===== src/rtl/jtcps2_keyload.sv =====
// CPS2 key loader: assembles the FN1 master key and the decrypt address limit
// from the download stream, XOR-checks the sequence and drives dec_en per access.
// Optional JTCPS2_KEYLOAD_LOCK_EN: once a good key is loaded, further downloads are ignored until reset.
module jtcps2_keyload #(
    parameter int KEY_BYTES = 8,
    parameter int LIM_BYTES = 2,
    parameter int AW        = 23
) (
    input  logic                   clk,
    input  logic                   rst,
    input  logic                   prog_we,
    input  logic                   prog_start,
    input  logic [7:0]             prog_data,
    input  logic [AW-1:0]          cpu_addr,
    input  logic                   cpu_asn,
    output logic [8*KEY_BYTES-1:0] key,
    output logic                   key_ok,
    output logic                   key_err,
    output logic                   dec_en,
    output logic                   busy,
    output logic [2:0]             dbg_state
);

    localparam int KW    = 8*KEY_BYTES;
    localparam int LW    = 8*LIM_BYTES;
    localparam int CW    = AW-8;
    localparam int MAXB  = (KEY_BYTES > LIM_BYTES) ? KEY_BYTES : LIM_BYTES;
    localparam int CNT_W = $clog2(MAXB+1);

    localparam logic [CNT_W-1:0] KEY_LAST = CNT_W'(KEY_BYTES-1);
    localparam logic [CNT_W-1:0] LIM_LAST = CNT_W'(LIM_BYTES-1);

    typedef enum logic [2:0] {
        IDLE = 3'd0,
        KEY  = 3'd1,
        LIM  = 3'd2,
        CHK  = 3'd3,
        DONE = 3'd4,
        ERR  = 3'd5
    } state_t;

    state_t           state, state_nxt;
    logic [CNT_W-1:0] cnt, cnt_nxt;
    logic [7:0]       acc, acc_nxt;
    logic [KW-1:0]    key_nxt;
    logic [LW-1:0]    limit, lim_nxt;
    logic             ok_nxt, err_nxt;
    logic             locked;
    logic             asn_q;

    logic [CW+LW-1:0] lim_wide;
    logic [CW-1:0]    lim_cmp;
    logic             addr_below;
    logic             unused_lim;

`ifdef JTCPS2_KEYLOAD_LOCK_EN
    assign locked = (state == DONE);
`else
    assign locked = 1'b0;
`endif

    assign busy      = (state == KEY) || (state == LIM) || (state == CHK);
    assign dbg_state = state;

    always_ff @(posedge clk or posedge rst) begin
        if (rst) begin
            state   <= IDLE;
            cnt     <= '0;
            acc     <= '0;
            key     <= '0;
            limit   <= '0;
            key_ok  <= 1'b0;
            key_err <= 1'b0;
        end else begin
            state   <= state_nxt;
            cnt     <= cnt_nxt;
            acc     <= acc_nxt;
            key     <= key_nxt;
            limit   <= lim_nxt;
            key_ok  <= ok_nxt;
            key_err <= err_nxt;
        end
    end

    // prog_start wins over a coincident prog_we; that byte is dropped.
    always_comb begin
        state_nxt = state;
        cnt_nxt   = cnt;
        acc_nxt   = acc;
        key_nxt   = key;
        lim_nxt   = limit;
        ok_nxt    = key_ok;
        err_nxt   = key_err;
        if (prog_start && !locked) begin
            state_nxt = KEY;
            cnt_nxt   = '0;
            acc_nxt   = '0;
            ok_nxt    = 1'b0;
            err_nxt   = 1'b0;
        end else if (prog_we) begin
            case (state)
                KEY: begin
                    key_nxt[8*cnt +: 8] = prog_data;
                    acc_nxt             = acc ^ prog_data;
                    if (cnt == KEY_LAST) begin
                        cnt_nxt   = '0;
                        state_nxt = LIM;
                    end else begin
                        cnt_nxt = cnt + 1'b1;
                    end
                end
                LIM: begin
                    lim_nxt[8*cnt +: 8] = prog_data;
                    acc_nxt             = acc ^ prog_data;
                    if (cnt == LIM_LAST) begin
                        cnt_nxt   = '0;
                        state_nxt = CHK;
                    end else begin
                        cnt_nxt = cnt + 1'b1;
                    end
                end
                CHK: begin
                    if (prog_data == acc) begin
                        state_nxt = DONE;
                        ok_nxt    = 1'b1;
                    end else begin
                        state_nxt = ERR;
                        ok_nxt    = 1'b0;
                        err_nxt   = 1'b1;
                    end
                end
                DONE, ERR: begin
                    if (!locked) err_nxt = 1'b1;
                end
                default: ;
            endcase
        end
    end

    // Limit is in 256-word units: only its low AW-8 bits take part, zero-extended if narrower.
    assign lim_wide   = {{CW{1'b0}}, limit};
    assign lim_cmp    = lim_wide[CW-1:0];
    assign unused_lim = ^lim_wide;
    assign addr_below = (cpu_addr < {lim_cmp, 8'h00});

    // Captured once on the falling strobe, held for the whole access.
    always_ff @(posedge clk or posedge rst) begin
        if (rst) begin
            asn_q  <= 1'b1;
            dec_en <= 1'b0;
        end else begin
            asn_q <= cpu_asn;
            if (cpu_asn) begin
                dec_en <= 1'b0;
            end else if (asn_q) begin
                dec_en <= key_ok & addr_below;
            end
        end
    end

endmodule


===== config.mk =====
export PLATFORM = sky130hd
export DESIGN_NAME = jtcps2_keyload
export DESIGN_NICKNAME = d
export VERILOG_FILES = /design/src/rtl/jtcps2_keyload.sv
export SDC_FILE = /design/constraint.sdc
export NUM_CORES = 1
export LEC_CHECK = 0
export CORE_MARGIN = 4
export CORE_UTILIZATION = 50
export DETAILED_ROUTE_END_ITERATION = 6
export PLACE_DENSITY = 0.8
export SLEW_MARGIN = 20
export SYNTH_ARGS = -nofsm -noshare
export SYNTH_HDL_FRONTEND = slang
export SYNTH_SLANG_ARGS = --single-unit

===== constraint.sdc =====
create_clock -name clk -period 4 [get_ports clk]
set_input_delay 0.4 -clock clk [delete_from_list [all_inputs] [get_ports clk]]
set_output_delay 0.4 -clock clk [all_outputs]
set_load 0.01 [all_outputs]

==> metrics <==
Tightest Pin Transition=0.7956 ns; DP Area=0.005729 mm2; clock sinks=98; Post-CTS Setup Bufs=0; CP dominant cell by count=buf_4; crit path kind=flop to flop; Synth Register Bits=98; multi-input logic area=0.001999 mm2; crit path launch type=flop; Fin. Hold Viols=0; YS warnings=0; dpl ws=1.065 ns; Core ar.=0.009196 mm2; Yosys cell types=48; first-pass GRT wire length=18260 um; leading cell type in the layout, fill and taps excluded=clkdlybuf4s50_1; clock latency at the later pin of the worst-skew pair=0.36 ns; Tmin final=2.977 ns; maximum clock frequency=335.9 MHz; fin nets=578; largest cells by area after synthesis=dfrtp_1, mux2_2, ha_1; vias per cell=5.352; hold_ws=0.4616 ns; Die Y=104.8 um; hpwl dp=7628 um; cts repair resizes=0; proportion of layout cells with a drive suffix above 1=0.1550; H-tree depth=3; max cap viols=0; CTS tree=built; critical-path cell list=buf_4 -> inv_1 -> buf_4 -> ha_1 -> and2_1 -> nand4_1 -> mux2_2; GP Congestion=0.8349; largest net degree at the start of global routing=50; arrival time at the worst endpoint=3.23 ns; Pins Over Slew Limit=0; Avg Cell Area, Syn=10.80 um2; ANT nets after route=0; buffer depth of the longest clock path=2; syn_nets=488; boundary pin count=107; synthesis-to-layout area growth=27.63%; commonest non-fill, non-tap cells in the layout=clkdlybuf4s50_1, dfrtp_1, nand2_1; Post-synth EDFFs=0; Inserted Diodes=0; CP Data Required Time=4.25 ns; hold buffer count at CTS=0; RSZ-0062 raised after global routing=no; Final Cell Area=0.005982 mm2; P per Cell Area=373.2 mW/mm2; setup_tns=0 ns; Async SR Flop Fraction=1.000; Pleak=2.661 nW; post-synth top area share=0.5179; final setup fails=0; Register Area=0.002454 mm2; Routed WL=10650 um; TritonCTS Buffers=9; relative slew slack=0.4676; Die ar.=0.01099 mm2; Synth area leader=dfrtp_1; Syn Inst Count=434; Buf/Inv on CP=3; All-Layer GR Usage=0.2075; Avg WL per Cell=16.64 um; CP max FO=16; VDD IR-drop max=0.2659 mV; Fillers=710; status=completed; drc violations=0; total grt overflow=0; CTS Root Cell=clkbuf_8; antenna violations before repair=0; Die X=104.8 um; final worst slack=1.023 ns; Worst path max stage delay=0.58 ns; initial DRC count=164; IO buf count=98; Clock Skew=0.009633 ns; Crit. End Element=flop; Starting Density=0.5097; vias in the first global route=3564; CTS clock-pin slew for the worst setup and hold paths=0.09 ns; Final period util=0.7443; CP delay by family, top=simple AND/OR/NAND/NOR gates; via count of the routed design=3425; Mapped Area=0.004687 mm2; worst hold-check path type=primary input to async pin; number of detailed-route iterations in the first pass=4; Synth Flop Type=dfrtp_1; Slowest-stage cell, CP=ha_1; post-synthesis sequential area ratio=0.5235; Site Rows=35
==> worst register-to-register path, cell delays in order, from the launching register on <==
cell	delay, ns
dfrtp_1	0.33
buf_4	0.20
inv_1	0.06
buf_4	0.20
ha_1	0.58
and2_1	0.43
nand4_1	0.58
mux2_2	0.49
==> flip-flops by register name, indices dropped and copies added, names as in the netlist <==
name and count:
asn_q 1, key_ok 1, cnt 4, dbg_state 3, key 64, key_err 1
acc 8, dec_en 1, limit 15
==> path summary, 6_finish.rpt <==
| check | from | end | slack (ns) | depth (start not counted) |
|---|---|---|---|---|
| setup / recovery | cnt[0]$_DFFE_PP0P_ | key[45]$_DFFE_PP0P_ | 1.02 | 7 |
| hold / removal | rst | key[15]$_DFFE_PP0P_ | 0.46 | 2 |
| setup reg to reg | cnt[0]$_DFFE_PP0P_ | key[45]$_DFFE_PP0P_ | 1.02 | 7 |
| hold reg to reg | limit[14]$_DFFE_PP0P_ | limit[14]$_DFFE_PP0P_ | 0.49 | 2 |
| max in group asynchronous | rst | key[22]$_DFFE_PP0P_ | 2.75 | 3 |
| min in group clk | limit[14]$_DFFE_PP0P_ | limit[14]$_DFFE_PP0P_ | 0.49 | 2 |
==> synth_stat cells (2+ instances only) <==
library cell and number:
nand2_1 54, nand2b_1 3, mux2_2 48, clkbuf_1 10, a31oi_1 3, nand3_1 17, nand4_1 5, nand3b_1 2
o21ai_1 7, o211ai_1 2, nor4b_4 2, nor3b_1 4, a21oi_1 12, nor3_1 3, dfrtp_1 97, buf_4 2
nor2b_1 2, xnor2_1 9, ha_1 18, buf_2 10, o21ai_0 31, and2_1 10, inv_1 31, a211oi_1 2
xor2_1 9, nor2_1 18, mux2i_1 2
==> cell families (layout without fill, tap and decap cells) <==
| group | after synthesis | in the layout | synth area share |
|---|---|---|---|
| and+or+nand+nor | 133 | 133 | 0.1530 |
| xor gates and xnor gates | 18 | 18 | 0.03364 |
| DFF | 98 | 98 | 0.5235 |
| adders and majority gates | 18 | 18 | 0.04805 |
| AOI/OAI and AO/OA | 62 | 62 | 0.07234 |
| buffers and inverters | 55 | 150 | 0.04992 |
| muxes | 50 | 50 | 0.1196 |
==> cell type report <==
cell class	instances	area share
inverters	31	0.01987
repair buffers	103	0.1703
clock buffers	12	0.02594
clock inverters	4	0.01631
multi-input cells	281	0.3342
flip-flops and latches	98	0.4102
well taps	111	0.02322
==> power breakdown <==
part / total (mW) / internal (mW) / switching (mW)
Combinational: 0.361 / 0.194 / 0.167
Sequential: 1.09 / 1.05 / 0.0356
Clock: 0.785 / 0.450 / 0.335
==> stage by stage <==
step	util	instances	power (mW)
after global placement	0.6230	624	1.460
after detailed placement	0.6230	624	1.472
after floorplan	-	434	1.289
final	0.6505	640	2.232
after global routing	0.6505	640	2.335
after CTS	0.6505	640	2.249
==> layer usage <==
| layer | vias to the layer above | routed length [um] | track usage | part of all wire |
|---|---|---|---|---|
| met5 | - | 0 | 0 | 0 |
| met4 | 0 | 97 | 0.04592 | 0.0091 |
| met3 | 8 | 595 | 0.05991 | 0.056 |
| met2 | 84 | 5128 | 0.3336 | 0.48 |
| met1 | 1690 | 4826 | 0.2808 | 0.45 |
| li1 | 1643 | - | - | - |
Note: power is estimated with default switching activity, not from simulation.
